--- config.mk ---
export PLATFORM = sky130hd
export DESIGN_NAME = fetch_queue_flat
export DESIGN_NICKNAME = d
export VERILOG_FILES = /design/src/rtl/fetch_queue_if.sv /design/src/rtl/fetch_queue.sv /design/src/flat_wrapper.sv
export SDC_FILE = /design/constraint.sdc
export NUM_CORES = 1
export LEC_CHECK = 0
export CAP_MARGIN = 20
export CORE_MARGIN = 2
export CORE_UTILIZATION = 35
export DETAILED_ROUTE_END_ITERATION = 12
export SLEW_MARGIN = 20
export SYNTH_ARGS = -nofsm -noshare
export SYNTH_HDL_FRONTEND = slang
export SYNTH_SLANG_ARGS = --single-unit
--- constraint.sdc ---
create_clock -name clk -period 3.39 [get_ports clk]
set_input_delay 0.5085 -clock clk [delete_from_list [all_inputs] [get_ports clk]]
set_output_delay 0.5085 -clock clk [all_outputs]
set_load 0.01 [all_outputs]
--- src/rtl/fetch_queue_if.sv ---
// fetch_queue_if: fetch-side bundle for fetch_queue.
// Carries the redirect request, the BIOS/IMEM read ports and the
// instruction handshake. The master modport is the fetch queue itself;
// the slave modport is the surrounding core/memory environment.
interface fetch_queue_if #(
    parameter int BIOS_AW = 12,
    parameter int IMEM_AW = 14
);
    logic               redirect_valid;
    logic [31:0]        redirect_pc;

    logic [BIOS_AW-1:0] bios_addr;
    logic               bios_en;
    logic [31:0]        bios_dout;

    logic [IMEM_AW-1:0] imem_addr;
    logic               imem_en;
    logic [31:0]        imem_dout;

    logic [31:0]        inst;
    logic [31:0]        inst_pc;
    logic               inst_valid;
    logic               inst_ready;

    modport master (
        input  redirect_valid, redirect_pc,
        output bios_addr, bios_en,
        input  bios_dout,
        output imem_addr, imem_en,
        input  imem_dout,
        output inst, inst_pc, inst_valid,
        input  inst_ready
    );

    modport slave (
        output redirect_valid, redirect_pc,
        input  bios_addr, bios_en,
        output bios_dout,
        input  imem_addr, imem_en,
        output imem_dout,
        input  inst, inst_pc, inst_valid,
        output inst_ready
    );
endinterface

--- src/rtl/fetch_queue.sv ---
// fetch_queue: instruction prefetch queue in front of BIOS / IMEM.
// Issues one-cycle-latency reads from fetch_pc whenever credit allows,
// buffers returned words with their PC in a DEPTH-entry FIFO and hands
// them to the decoder over a valid/ready handshake. A redirect flushes
// everything in flight and restarts fetch at the new target.
// Optional feature macro: FETCH_QUEUE_BYPASS_EN -- when defined, a
// response arriving while the queue is empty is forwarded straight to
// inst in the same cycle and only enqueued if the consumer stalls.
module fetch_queue #(
    parameter int          BIOS_AW  = 12,
    parameter int          IMEM_AW  = 14,
    parameter int          DEPTH    = 4,
    parameter logic [31:0] RESET_PC = 32'h4000_0000
) (
    input  logic          clk,
    input  logic          rst_n,
    fetch_queue_if.master bus
);
    localparam int          CW  = $clog2(DEPTH);
    localparam logic [31:0] NOP = 32'h0000_0013;

    typedef struct packed {
        logic [31:0] pc;
        logic [31:0] word;
    } fq_entry_t;

    // fetch state
    logic [31:0]            fetch_pc;
    logic                   issue;
    logic                   sel_bios;
    logic [CW+1:0]          credit_used;

    // single outstanding read: response arrives the cycle after issue
    logic                   rsp_vld;
    logic                   rsp_bios;
    logic [31:0]            rsp_pc;
    logic                   rsp_live;
    fq_entry_t              rsp_entry;

    // queue storage and control
    fq_entry_t [DEPTH-1:0]  q_mem;
    logic [CW-1:0]          wr_ptr;
    logic [CW-1:0]          rd_ptr;
    logic [CW:0]            count;
    logic                   q_empty;
    fq_entry_t              head;
    logic                   byp;
    logic                   enq;
    logic                   deq;

    // output staging
    logic                   out_valid;
    logic [31:0]            out_inst;
    logic [31:0]            out_pc;

    // redirect targets are word aligned; the low bits are dropped
    logic                   unused_pc_lsb;
    assign unused_pc_lsb = ^bus.redirect_pc[1:0];

    assign sel_bios    = fetch_pc[30];
    assign credit_used = {1'b0, count} + {{(CW+1){1'b0}}, rsp_vld};
    // Reads stop while a redirect is pending so nothing issued from the
    // old stream can land after the flush.
    assign issue       = rst_n & ~bus.redirect_valid
                       & (credit_used < (CW+2)'(DEPTH));

    assign bus.bios_addr = fetch_pc[BIOS_AW+1:2];
    assign bus.imem_addr = fetch_pc[IMEM_AW+1:2];
    assign bus.bios_en   = issue & sel_bios;
    assign bus.imem_en   = issue & ~sel_bios;

    // The response is steered by the region latched at issue time, not the
    // current fetch_pc, which has already moved on.
    assign rsp_entry = {rsp_pc, (rsp_bios ? bus.bios_dout : bus.imem_dout)};
    assign rsp_live  = rsp_vld & ~bus.redirect_valid;

    assign q_empty = (count == '0);
    assign head    = q_mem[rd_ptr];

`ifdef FETCH_QUEUE_BYPASS_EN
    assign byp = rsp_live & q_empty;
`else
    assign byp = 1'b0;
`endif

    // Present queue head, else the bypassed response, else a NOP bubble.
    always_comb begin
        out_valid = 1'b0;
        out_inst  = NOP;
        out_pc    = '0;
        if (!q_empty) begin
            out_valid = 1'b1;
            out_inst  = head.word;
            out_pc    = head.pc;
        end else if (byp) begin
            out_valid = 1'b1;
            out_inst  = rsp_entry.word;
            out_pc    = rsp_entry.pc;
        end
    end

    assign bus.inst_valid = out_valid;
    assign bus.inst       = out_inst;
    assign bus.inst_pc    = out_pc;

    // A bypassed word that is accepted never touches the queue; redirect
    // overrides both enqueue and dequeue.
    assign deq = out_valid & bus.inst_ready & ~bus.redirect_valid & ~q_empty;
    assign enq = rsp_live & ~(byp & bus.inst_ready);

    // Fetch PC, in-flight tracking and queue pointers.
    always_ff @(posedge clk) begin
        if (!rst_n) begin
            fetch_pc <= RESET_PC;
            rsp_vld  <= 1'b0;
            rsp_bios <= 1'b0;
            rsp_pc   <= '0;
            wr_ptr   <= '0;
            rd_ptr   <= '0;
            count    <= '0;
        end else if (bus.redirect_valid) begin
            fetch_pc <= {bus.redirect_pc[31:2], 2'b00};
            rsp_vld  <= 1'b0;
            wr_ptr   <= '0;
            rd_ptr   <= '0;
            count    <= '0;
        end else begin
            rsp_vld <= issue;
            if (issue) begin
                fetch_pc <= fetch_pc + 32'd4;
                rsp_pc   <= fetch_pc;
                rsp_bios <= sel_bios;
            end
            if (enq) wr_ptr <= wr_ptr + 1'b1;
            if (deq) rd_ptr <= rd_ptr + 1'b1;
            count <= count + (CW+1)'(enq) - (CW+1)'(deq);
        end
    end

    // Queue storage write; contents need no reset, pointers gate visibility.
    always_ff @(posedge clk) begin
        if (rst_n && enq) q_mem[wr_ptr] <= rsp_entry;
    end
endmodule

--- src/flat_wrapper.sv ---
// flat-port wrapper written by rule: the top's interface ports become plain ports
module fetch_queue_flat 
#(
    parameter int          BIOS_AW  = 12,
    parameter int          IMEM_AW  = 14,
    parameter int          DEPTH    = 4,
    parameter logic [31:0] RESET_PC = 32'h4000_0000
)
  (clk, rst_n, bus_redirect_valid, bus_redirect_pc, bus_bios_addr, bus_bios_en, bus_bios_dout, bus_imem_addr, bus_imem_en, bus_imem_dout, bus_inst, bus_inst_pc, bus_inst_valid, bus_inst_ready);
  fetch_queue_if #(.BIOS_AW(BIOS_AW), .IMEM_AW(IMEM_AW)) bus_i ();
  input  logic clk;
  input  logic rst_n;
  input wire logic [$bits(bus_i.redirect_valid)-1:0] bus_redirect_valid;
  input wire logic [$bits(bus_i.redirect_pc)-1:0] bus_redirect_pc;
  output wire logic [$bits(bus_i.bios_addr)-1:0] bus_bios_addr;
  output wire logic [$bits(bus_i.bios_en)-1:0] bus_bios_en;
  input wire logic [$bits(bus_i.bios_dout)-1:0] bus_bios_dout;
  output wire logic [$bits(bus_i.imem_addr)-1:0] bus_imem_addr;
  output wire logic [$bits(bus_i.imem_en)-1:0] bus_imem_en;
  input wire logic [$bits(bus_i.imem_dout)-1:0] bus_imem_dout;
  output wire logic [$bits(bus_i.inst)-1:0] bus_inst;
  output wire logic [$bits(bus_i.inst_pc)-1:0] bus_inst_pc;
  output wire logic [$bits(bus_i.inst_valid)-1:0] bus_inst_valid;
  input wire logic [$bits(bus_i.inst_ready)-1:0] bus_inst_ready;
  assign bus_i.redirect_valid = bus_redirect_valid;
  assign bus_i.redirect_pc = bus_redirect_pc;
  assign bus_bios_addr = bus_i.bios_addr;
  assign bus_bios_en = bus_i.bios_en;
  assign bus_i.bios_dout = bus_bios_dout;
  assign bus_imem_addr = bus_i.imem_addr;
  assign bus_imem_en = bus_i.imem_en;
  assign bus_i.imem_dout = bus_imem_dout;
  assign bus_inst = bus_i.inst;
  assign bus_inst_pc = bus_i.inst_pc;
  assign bus_inst_valid = bus_i.inst_valid;
  assign bus_i.inst_ready = bus_inst_ready;
  fetch_queue #(.BIOS_AW(BIOS_AW), .IMEM_AW(IMEM_AW), .DEPTH(DEPTH), .RESET_PC(RESET_PC)) u_core (.clk(clk), .rst_n(rst_n), .bus(bus_i));
endmodule
* Word-level counts from Yosys, hierarchy flattened
Cells that the tools add are included.
Widths: inputs -> output; s select.
** Operators by class
- Add/subtract/negate cells :: 6
- Order comparisons :: 4
- Mux-type cells :: 11
- Bitwise logic cells :: 12
- Reduce and logical (&&, ||, !) cells :: 6
** Operators with widths (number)
- $bwmux 256 :: 1
- $mux 32 :: 5
- $bmux 64 s2 :: 1
- $demux 64 s2 :: 1
- $mux 64 :: 2
- $add 32x3->32 const B :: 1
- $and 1x1->1 :: 8
- $lt 2x3->1 const B :: 2
- $add 2x1->2 const B :: 2
- $add 3x1->4 :: 1
- $lt 4x3->1 const B :: 1
- $not 1->1 :: 4
- $add 3x1->3 :: 1
- $logic_not 3->1 :: 1
- $sub 3x1->3 :: 1
- $ge 2x1->1 const B :: 1
- $logic_and 1x1->1 :: 2
- $reduce_and 2->1 :: 1
- $reduce_bool 2->1 :: 1
- $reduce_or 2->1 :: 1
- $mux 1 :: 1
** Storage, ports and cells
- Bits in registers :: 329
- Output and inout port bits :: 93

* Longest topological paths before layout
Gate-level depths: netlist of run 1.
- Word-level depth :: 6
- Gate-level depth with buffers :: 9
- Mapped depth without buffers :: 9

* Worst setup path before layout of run 1
No wires, ideal clock.
- Path type :: input port to flip-flop
- Start point :: input port rst_n
- End point :: register u_core.q_mem[0] (netlist name), enable pin
- Setup time :: 427 ps
- Data arrival time :: 2475 ps
- Required time :: 2963 ps
- Setup slack :: 489 ps
- Stages on the path :: 4
- Cells stage by stage :: buf_2 -> inv_1 -> nor2_1 -> and3_1
** On the way
- Word-level cells in the longest chain between the ends :: 1
** RTL lines
- from (decl) :: line flat_wrapper.sv:12 : input logic rst_n;
- $logic_and 1x1->1 :: line fetch_queue.sv:142 : if (rst_n && enq) q_mem[wr_ptr] <= rsp_entry;
- to (signal, indexed assignment) :: line fetch_queue.sv:142
- to (decl) :: line fetch_queue.sv:41 : fq_entry_t [DEPTH-1:0] q_mem;
No other way between the ends.
A chain may end at the register's enable or synchronous reset.

* Final worst setup path of run 1
- Start point :: register u_core.rd_ptr[0]
- End point :: output port bus_inst_pc[11]
** On the way
- Word-level cells in the longest chain between the ends :: 3
** RTL lines
- from (decl) :: line fetch_queue.sv:43 : logic [CW-1:0] rd_ptr;
- from (signal assigned) :: line fetch_queue.sv:135 : if (deq) rd_ptr <= rd_ptr + 1'b1;
- $bmux 64 s2 :: line fetch_queue.sv:78 : assign head = q_mem[rd_ptr];
- $mux 64 (not written as such) :: line fetch_queue.sv:78
- $mux 32 :: line fetch_queue.sv:91 : if (!q_empty) begin
- to (decl) :: line flat_wrapper.sv:22 : output wire logic [$bits(bus_i.inst_pc)-1:0] bus_inst_pc;
No other way between the ends. The select of a mux whose other input is x is not followed.

==> results.py, run 1 <==
metrics = {
    "status": {
        "status": "completed",
    },
    "timing": {
        "min_period_ns": 3.13,
        "setup_tns_ns": 0,
        "rsz0062_at_grt": "false",
        "fin_skew_ns": 0.0229,
        "finalSetupViolCount": 0,
        "finalMaxSlewViolations": 0,
        "fmax_mhz": 320,
        "tightest_slew_ns": 0.962,
        "hold_violations": 0,
        "slew-limit-headroom_pct": 35.9,
        "fin_crit_sh_pct": 92.3,
    },
    "worst_setup_path": {
        "crit_cells": 4,
        "r2r-end": "u_core.fetch_pc[23]$_SDFFE_PN0P_",
        "cp-startpoint": "u_core.rd_ptr[0]$_SDFFE_PP0P_",
        "critPathKind": "register to primary output",
        "cp.buffers_inverters": 2,
        "cpMaxStageDelayCell": "mux4_2",
        "critPathTopFamily": "buffers and inverters",
        "cp_cell_sequence": "buf_4, mux4_2, nor2b_1, clkdlybuf4s50_1",
        "crit_fanout": 16,
        "cpPeakStageDelay_ns": 0.59,
        "ff2ff_setup_slack_ns": 1.13,
        "reg2reg_depth": 7,
        "crit_arrival_ns": 2.62,
        "worstSetupStartpointType": "register",
        "endpoint_kind": "primary output",
        "required_ns": 2.88,
        "crit_path_end": "bus_inst_pc[11]",
        "r2r-start": "u_core.count[1]$_SDFF_PP0_",
    },
    "grt": {
        "antenna_found_initial": 0,
        "grt_pass1_wl_um": 45500,
        "grtUsageMet1_pct": 21.0,
        "gr-usage-all-layers_pct": 15.2,
        "grt_max_degree": 55,
        "grt_busiest_layer": "met2",
        "grt-ovfl-total": 0,
        "use_met3_pct": 2.81,
        "grt_use_met2_pct": 25.3,
        "grt_pass1_vias": 7768,
    },
    "final_layout": {
        "fin_nets": 1130,
        "diodes": 0,
        "drive_gt1_share_pct": 18.2,
        "finalNonFillerCells": 1520,
        "synthToLayoutAreaGrowth_pct": 26.3,
    },
    "job": {
        "cap_violations": 0,
    },
    "yosys": {
        "syn_area_per_cell_um2": 15.6,
        "async_flop_share_pct": 0,
        "ys_seq_area_share_pct": 66.9,
        "synthTopCellsByArea": "edfxtp_1, mux4_2, dfxtp_1, nor2b_1, mux2_2",
        "synth_cells": 846,
        "ys_ff_latch": 316,
        "synth_ff_type": "edfxtp_1",
        "yosysTopAreaCell": "edfxtp_1",
        "synth_top_cell_area_share_pct": 56.6,
        "yosys_warnings": 0,
        "synthDistinctLibCells": 56,
        "synth-edff-count": 248,
        "syn-cell-area_mm2": 0.0132,
    },
    "die": {
        "fp.dieW_um": 198,
        "die_h_um": 198,
        "ios": 193,
        "core-area_mm2": 0.0373,
        "rows": 71,
        "initial_utilization_pct": 35.3,
        "die_area_mm2": 0.0392,
    },
    "routing": {
        "drcViolationCount": 0,
        "drtIter0Drc": 398,
        "drt-vias-per-instance": 4.96,
        "wl_per_cell_um": 19.4,
        "drt-pass1-iter-count": 4,
        "via_count": 7532,
        "drtAntennaViolNets": 0,
        "routed_wl_um": 29500,
    },
    "power": {
        "vdd_ir_drop_max_uv": 272,
        "p_leak_nw": 5.46,
        "powerDensity_mw_per_mm2": 501,
    },
    "min_path": {
        "min_path_type": "register to register",
    },
    "placed_design": {
        "io_buffer_count": 188,
        "dp_hpwl_um": 18300,
        "dp_cells": 1457,
        "gp_congestion": 0.745,
    },
    "clock_network": {
        "cts_num_sinks": 316,
        "cts.clk_slew.worst_paths_ns": 0.06,
        "clock_latency_ns": 0.52,
        "hold_buffers": 0,
        "cts_tree": "yes",
        "cts_max_level": 2,
        "clockBufferDepth": 3,
        "cts_buffers": 36,
        "cts-root-buf": "clkbuf_16",
    },
}
## per-layer routing
metal | vias to the layer above | part of all wire (%)
li1 | 3533 | -
met1 | 3735 | 45
met2 | 239 | 47
met3 | 25 | 6.8
met4 | 0 | 1.2
met5 | - | 0
## flip-flops by register name (all words and copies together) (netlist names)
name / count
u_core.wr_ptr: 2
u_core.fetch_pc: 30
u_core.rd_ptr: 2
u_core.q_mem: 248
u_core.count: 3
u_core.rsp_pc: 30
u_core.rsp_vld: 1
## placed cells by master, fill, tap and decap left out, drive strengths merged, types with 18 or more instances in the layout
cell           Yosys  layout
nor2              24      24
a21boi            30      30
nor2b             60      60
clkbuf            32      46
nand2             75      75
mux2              32      32
buf               45      25
clkdlybuf4s50      0     188
edfxtp           248     248
o21ai             18      18
dfxtp             68      68
mux4              62      62
## through the flow
step	instance area [um2]	power [W]	hold slack (ns)	setup WS [ns]	util (%)
2_1_floorplan	13200	0.00461	0.450	0.489	-
3_3_place_gp	15500	0.00486	0.466	0.418	41.7
3_5_place_dp	15500	0.00487	0.475	0.393	41.7
4_1_cts	16600	0.00844	0.483	0.127	44.6
5_1_grt	16600	0.00864	0.513	0.111	44.6
6_report	16600	0.00833	0.486	0.260	44.6
## area by class of cell
| type | instances | area [um2] |
|---|---|---|
| fill | 3393 | 20700 |
| sequential | 316 | 8820 |
| multi-input combinational | 441 | 3930 |
| timing repair buffer | 213 | 2160 |
| clock buffer | 46 | 970 |
| tap | 474 | 593 |
| clock inverter | 17 | 111 |
| inverter | 13 | 48.8 |
## power by group
group	leakage [nW]	switching [W]	internal, W	total, W
Combinational	1.95	0.000206	0.000269	0.000475
Sequential	2.97	0.0000724	0.00423	0.00431
Clock	0.539	0.00145	0.00210	0.00355
## synth_stat cells, types with 3 or more instances
cell and count:
a21oi_1 12, nor3_1 5, xnor2_1 9, buf_2 14, dfxtp_1 68, a21boi_0 30, buf_4 30, or2_2 3
nand4_1 10, and3_1 7, a211oi_1 10, mux2_2 32, nand2_1 75, and4_1 4, mux4_2 62, ha_1 8
xor2_1 12, nor3b_1 3, nor2b_1 60, and2_1 4, o21ai_0 18, inv_1 12, clkbuf_1 32, edfxtp_1 248
nor2_1 24, a31oi_1 3, nand3_1 11, o21a_1 3
## timing repair
action / CTS / global route
buffers inserted: 0 / 0
endpoints found under the setup margin: 0 / 1
gates resized for setup: 0 / 1
## cells by family (layout without fill, tap and decap cells)
logic type | after synthesis | count (layout) | synth area share [%]
other | 1 | 2 | 0.0285
XOR/XNOR | 21 | 21 | 1.40
flip-flops | 316 | 316 | 66.9
adder cells (fa/ha/maj) | 9 | 9 | 0.912
AND/OR/NAND/NOR | 223 | 223 | 9.07
buffers and inverters | 90 | 289 | 3.55
AO/OA/AOI/OAI | 90 | 90 | 4.65
multiplexers | 96 | 96 | 13.5
## worst min-delay path: cells and delay by family, from the launching register on
kind             cells  cell delay (ns)
AO/OA/AOI/OAI        1             0.06
flip-flops           1             0.32
AND/OR/NAND/NOR      1             0.05
## how the worst min path moves through the flow
stage          slack (ns)  cells past startpoint                        startpoint                             end
3_3_place_gp         0.47                      2  u_core.fetch_pc[17]$_SDFFE_PN0P_  u_core.rsp_pc[17]$_SDFFE_PN0P_
3_5_place_dp         0.47                      2  u_core.fetch_pc[17]$_SDFFE_PN0P_  u_core.rsp_pc[17]$_SDFFE_PN0P_
4_1_cts              0.48                      2  u_core.fetch_pc[17]$_SDFFE_PN0P_  u_core.rsp_pc[17]$_SDFFE_PN0P_
5_1_grt              0.51                      0    u_core.rsp_pc[10]$_SDFFE_PN0P_     u_core.q_mem[170]$_DFFE_PP_
2_1_floorplan        0.45                      2  u_core.fetch_pc[17]$_SDFFE_PN0P_  u_core.rsp_pc[17]$_SDFFE_PN0P_
6_report             0.49                      2  u_core.fetch_pc[17]$_SDFFE_PN0P_  u_core.rsp_pc[17]$_SDFFE_PN0P_
(Power assumes the default switching activity.)
==> inputs of run 2 (changes only) <==
--- a/config.mk
+++ b/config.mk
@@ -9,6 +9,8 @@
 export CORE_MARGIN = 2
 export CORE_UTILIZATION = 35
 export DETAILED_ROUTE_END_ITERATION = 12
+export MAX_ROUTING_LAYER = met4
+export RECOVER_POWER = 25
 export SLEW_MARGIN = 20
 export SYNTH_ARGS = -nofsm -noshare
 export SYNTH_HDL_FRONTEND = slang
==> results.py, run 2 (synthesis gave the netlist of run 1 again) <==
metrics = {
    "clock_network": {
        "cts_setup_buffers": 0,
        "cts-root-buf": "clkbuf_16",
        "clockBufferDepth": 3,
        "cts_resized": 0,
        "cts_num_sinks": 316,
        "hold_buffers": 0,
        "cts_max_level": 2,
        "clock_latency_ns": 0.51,
        "cts.clk_slew.worst_paths_ns": 0.06,
        "cts_buffers": 36,
        "cts_tree": "yes",
    },
    "placed_design": {
        "gp_congestion": 0.759,
        "dp_hpwl_um": 18300,
        "dp_cells": 1457,
        "io_buffer_count": 188,
        "place_area_mm2": 0.0155,
    },
    "die": {
        "die_h_um": 198,
        "core-area_mm2": 0.0373,
        "initial_utilization_pct": 35.3,
        "rows": 71,
        "fp.dieW_um": 198,
        "die_area_mm2": 0.0392,
        "ios": 193,
    },
    "status": {
        "status": "finished, violations left",
        "violations": "capacitance limit, slew limit",
    },
    "min_path": {
        "hold_depth": 2,
        "min_path_type": "register to register",
    },
    "power": {
        "powerDensity_mw_per_mm2": 501,
        "vdd_ir_drop_max_uv": 271,
        "seqPwrFrac_pct": 51.7,
        "pwr-share-clk_pct": 42.6,
        "internal_power_w": 0.00659,
        "swShare_pct": 20.8,
        "comb_power_share_pct": 5.7,
        "p_leak_nw": 5.46,
        "power_switching_w": 0.00173,
    },
    "worst_setup_path": {
        "crit_fanout": 16,
        "cpPeakStageDelay_ns": 0.58,
        "cpMaxStageDelayCell": "dfxtp_4",
        "critPathKind": "register to primary output",
        "cp_cell_sequence": "buf_4, mux4_2, nor2b_1, clkdlybuf4s50_1",
        "crit_arrival_ns": 2.64,
        "endpoint_kind": "primary output",
        "required_ns": 2.88,
        "worstSetupStartpointType": "register",
        "reg2reg_depth": 1,
    },
    "routing": {
        "drtAntennaViolNets": 0,
        "via_count": 7550,
        "routed_wl_um": 29600,
        "drcViolationCount": 0,
        "drtIter0Drc": 482,
        "drt-vias-per-instance": 4.97,
        "drt-pass1-iter-count": 4,
        "wl_per_cell_um": 19.5,
    },
    "final_layout": {
        "synthToLayoutAreaGrowth_pct": 26.2,
        "fin_nets": 1130,
        "diodes": 0,
        "drive_gt1_share_pct": 16.4,
        "reg_top3": "u_core.q_mem x248, u_core.fetch_pc x30, u_core.rsp_pc x30",
        "design_area_mm2": 0.0166,
        "final_cell_mix": "edfxtp_1, clkdlybuf4s50_1, nand2_1",
        "layout_commonest_cell": "edfxtp_1",
        "finalNonFillerCells": 1520,
        "largest_reg_flops": 248,
        "top_register": "u_core.q_mem",
    },
    "timing": {
        "rsz0062_at_grt": "false",
        "setup_tns_ns": 0,
        "min_period_ns": 3.15,
        "fmax_mhz": 318,
        "finalSetupViolCount": 0,
        "tightest_slew_ns": 1.81,
        "finalMaxSlewViolations": 38,
        "slew-limit-headroom_pct": -20.4,
        "fin_crit_sh_pct": 92.9,
        "hold_violations": 0,
        "fin_skew_ns": 0.0200,
    },
    "grt": {
        "grt_max_degree": 55,
        "antenna_found_initial": 0,
        "grt_pass1_vias": 7771,
        "gr-usage-all-layers_pct": 15.7,
        "grt_pass1_wl_um": 45500,
        "grt-ovfl-total": 0,
    },
    "job": {
        "cap_violations": 1,
    },
}
## run 2: cell types whose count changed in the layout (fill, tap and decap cells not counted), sizes merged
cell	previous run	this run
buf	25	23
clkbuf	46	48
clkdlybuf4s50	188	187
dlygate4sd3	0	1
## run 2: per-stage QoR
| stage | total power, W | setup WS, ns | utilization (%) | hold slack, ns |
|---|---|---|---|---|
| 2_1_floorplan | 0.00461 | 0.489 | - | 0.450 |
| 3_3_place_gp | 0.00486 | 0.418 | 41.7 | 0.466 |
| 3_5_place_dp | 0.00487 | 0.393 | 41.7 | 0.475 |
| 4_1_cts | 0.00844 | 0.127 | 44.6 | 0.483 |
| 5_1_grt | 0.00864 | 0.110 | 44.5 | 0.513 |
| 6_report | 0.00833 | 0.241 | 44.5 | 0.487 |
## run 2: critical path, delay by kind of cell, from the launching register on
family                 cells  cell delay [ns]
and+or+nand+nor            1             0.19
buffers and inverters      2             0.85
DFF                        1             0.58
muxes                      1             0.51
## run 2: path summary, 6_finish.rpt
kind / start / end / slack, ns
setup reg to reg: u_core.rsp_pc[30]$_SDFFE_PN0P_ / u_core.q_mem[159]$_DFFE_PP_ / 1.02
hold reg to reg: u_core.fetch_pc[17]$_SDFFE_PN0P_ / u_core.rsp_pc[17]$_SDFFE_PN0P_ / 0.49
setup / recovery: u_core.rd_ptr[0]$_SDFFE_PP0P_ / bus_inst_pc[13] / 0.24
hold / removal: u_core.fetch_pc[17]$_SDFFE_PN0P_ / u_core.rsp_pc[17]$_SDFFE_PN0P_ / 0.49
## run 2: power groups by stage
stage | Combinational (W) | Sequential (W) | Clock (W)
final | 0.000471 | 0.00431 | 0.00355
after global routing | 0.000513 | 0.00432 | 0.00381
after CTS | 0.000484 | 0.00431 | 0.00365
after detailed placement | 0.000481 | 0.00439 | 0
after global placement | 0.000474 | 0.00439 | 0
after floorplan | 0.000256 | 0.00435 | 0
## run 2: final cells by class
type	count	area (um2)
clock buffers	46	970
fillers	3395	20700
well taps	474	593
repair buffers	213	2150
multi-input cells	441	3930
flip-flops and latches	316	8820
clock inverters	17	111
inverters	13	48.8
## run 2: per-layer routing
metal  wire [um]  vias to the layer above  GRT usage, %
met5           0                        -             -
met4         355                        0          3.17
met3        1460                       27          2.64
met2       13900                      207          25.2
met1       14000                     3785          21.2
li1            -                     3531             -
==> inputs of run 3 (changes only) <==
--- a/config.mk
+++ b/config.mk
@@ -7,9 +7,10 @@
 export LEC_CHECK = 0
 export CAP_MARGIN = 20
 export CORE_MARGIN = 2
-export CORE_UTILIZATION = 35
+export CORE_UTILIZATION = 45
 export DETAILED_ROUTE_END_ITERATION = 12
 export MAX_ROUTING_LAYER = met4
+export PLACE_DENSITY = 0.68
 export RECOVER_POWER = 25
 export SLEW_MARGIN = 20
 export SYNTH_ARGS = -nofsm -noshare
==> results.py, run 3 (synthesis gave the netlist of run 1 again) <==
metrics = {
    "final_layout": {
        "fillers": 2234,
        "finalNonFillerCells": 1426,
        "drive_gt1_share_pct": 16.7,
        "layout_commonest_cell": "edfxtp_1",
        "final_cell_mix": "edfxtp_1, clkdlybuf4s50_1, nand2_1",
        "top_register": "u_core.q_mem",
        "fin_nets": 1126,
        "synthToLayoutAreaGrowth_pct": 25.3,
        "diodes": 0,
        "largest_reg_flops": 248,
        "reg_top3": "u_core.q_mem x248, u_core.fetch_pc x30, u_core.rsp_pc x30",
    },
    "die": {
        "die_area_mm2": 0.0306,
        "initial_utilization_pct": 45.7,
        "ios": 193,
        "fp.dieW_um": 175,
        "core-area_mm2": 0.0288,
        "die_h_um": 175,
        "rows": 62,
    },
    "power": {
        "swShare_pct": 20.1,
        "comb_power_share_pct": 5.7,
        "p_leak_nw": 5.46,
        "powerDensity_mw_per_mm2": 503,
        "vdd_ir_drop_max_uv": 311,
        "internal_power_w": 0.00663,
        "seqPwrFrac_pct": 51.9,
        "power_switching_w": 0.00167,
        "pwr-share-clk_pct": 42.5,
    },
    "timing": {
        "setup_tns_ns": 0,
        "fin_skew_ns": 0.0219,
        "finalSetupViolCount": 0,
        "rsz0062_at_grt": "false",
        "finalMaxSlewViolations": 38,
        "slew-limit-headroom_pct": -17.8,
        "min_period_ns": 3.20,
        "whs_ns": 0.490,
        "fmax_mhz": 312,
        "hold_violations": 0,
        "tightest_slew_ns": 1.77,
        "fin_crit_sh_pct": 94.5,
    },
    "clock_network": {
        "clockBufferDepth": 3,
        "cts_tree": "yes",
        "cts_buffers": 31,
        "clock_latency_ns": 0.56,
        "cts_resized": 0,
        "hold_buffers": 0,
        "cts_max_level": 1,
        "cts-root-buf": "clkbuf_16",
        "cts_num_sinks": 316,
        "cts_setup_buffers": 0,
        "cts.clk_slew.worst_paths_ns": 0.06,
    },
    "placed_design": {
        "dp_hpwl_um": 17000,
        "gp_congestion": 0.818,
        "dp_cells": 1368,
        "io_buffer_count": 188,
    },
    "grt": {
        "grt_max_degree": 65,
        "gr-usage-all-layers_pct": 18.1,
        "antenna_found_initial": 0,
        "grt_pass1_wl_um": 42200,
        "grt-ovfl-total": 0,
        "grt_pass1_vias": 7587,
    },
    "worst_setup_path": {
        "cpMaxStageDelayCell": "dfxtp_4",
        "r2r-start": "u_core.count[1]$_SDFF_PP0_",
        "cp.buffers_inverters": 2,
        "crit_arrival_ns": 2.70,
        "cp_cell_sequence": "buf_4, mux4_2, nor2b_1, clkdlybuf4s50_1",
        "endpoint_kind": "primary output",
        "cpPeakStageDelay_ns": 0.60,
        "worstSetupStartpointType": "register",
        "r2r-end": "u_core.count[2]$_SDFF_PP0_",
        "required_ns": 2.88,
        "crit_fanout": 17,
        "critPathTopFamily": "buffers and inverters",
        "ff2ff_setup_slack_ns": 1.01,
        "critPathKind": "register to primary output",
        "reg2reg_depth": 10,
    },
    "routing": {
        "wl_per_cell_um": 18.9,
        "drtAntennaViolNets": 0,
        "drcViolationCount": 0,
        "drt-pass1-iter-count": 5,
        "drt-vias-per-instance": 5.23,
        "via_count": 7464,
        "routed_wl_um": 27000,
        "drtIter0Drc": 539,
    },
    "min_path": {
        "holdCritStartpoint": "u_core.fetch_pc[17]$_SDFFE_PN0P_",
        "hold_depth": 2,
        "min_to": "u_core.rsp_pc[17]$_SDFFE_PN0P_",
        "min_path_type": "register to register",
    },
    "status": {
        "violations": "capacitance limit, slew limit",
        "status": "finished, violations left",
    },
    "job": {
        "cap_violations": 1,
    },
}
run 3: changes by cell type in the layout (fill, tap and decap cells not counted), moves of 2 or more:
cell       change
clkinv_4       +2
clkinv_2       -3
mux2_2         +5
mux2_1         -5
clkbuf_16      -6
bufinv_16      +5
clkbuf_1       -4
run 3: final cells by class:
type / count / area, um2 / area share (%)
flip-flops and latches: 316 / 8820 / 53.4
multi-input cells: 441 / 3920 / 23.8
repair buffers: 214 / 2170 / 13.2
clock buffers: 36 / 795 / 4.82
well taps: 384 / 480 / 2.91
clock inverters: 22 / 267 / 1.62
inverters: 13 / 48.8 / 0.296
run 3: worst min-delay path: cells and delay by family, from the launching register on:
family | cells | cell delay (ns)
flops | 1 | 0.32
compound gates | 1 | 0.06
simple gates | 1 | 0.06
run 3: per-stage QoR:
| step | total power (W) | util (%) | worst slack, ns | cell area [um2] |
|---|---|---|---|---|
| 6_report | 0.00830 | 57.3 | 0.185 | 16500 |
| 3_3_place_gp | 0.00485 | 53.7 | 0.457 | 15400 |
| 2_1_floorplan | 0.00461 | - | 0.489 | 13200 |
| 5_1_grt | 0.00857 | 57.3 | 0.0336 | 16500 |
| 4_1_cts | 0.00839 | 57.4 | 0.103 | 16500 |
| 3_5_place_dp | 0.00486 | 53.7 | 0.430 | 15400 |
run 3: how the worst max path moves through the flow:
stage	startpoint	endpoint	slack [ns]	cells past startpoint
after floorplan	rst_n	u_core.q_mem[0]$_DFFE_PP_	0.49	4
after global placement	rst_n	bus_imem_en	0.46	7
after detailed placement	rst_n	bus_imem_en	0.43	7
after CTS	u_core.rd_ptr[0]$_SDFFE_PP0P_	bus_inst_pc[29]	0.10	4
after global routing	u_core.rd_ptr[0]$_SDFFE_PP0P_	bus_inst_pc[29]	0.03	4
final	u_core.rd_ptr[0]$_SDFFE_PP0P_	bus_inst_pc[29]	0.19	4
run 3: power groups by stage:
| stage | clock [W] | combinational [W] | sequential (W) |
|---|---|---|---|
| CTS | 0.00361 | 0.000480 | 0.00431 |
| global placement | 0 | 0.000469 | 0.00439 |
| global route | 0.00375 | 0.000510 | 0.00431 |
| detailed placement | 0 | 0.000477 | 0.00439 |
| finish | 0.00353 | 0.000469 | 0.00431 |
| floorplan | 0 | 0.000256 | 0.00435 |
run 3: layer usage:
layer | GRT usage (%) | up-vias | share of wire (%)
li1 | - | 3515 | -
met1 | 24.5 | 3676 | 45
met2 | 29.1 | 244 | 47
met3 | 3.11 | 29 | 6.4
met4 | 3.65 | 0 | 1.4
met5 | - | - | 0
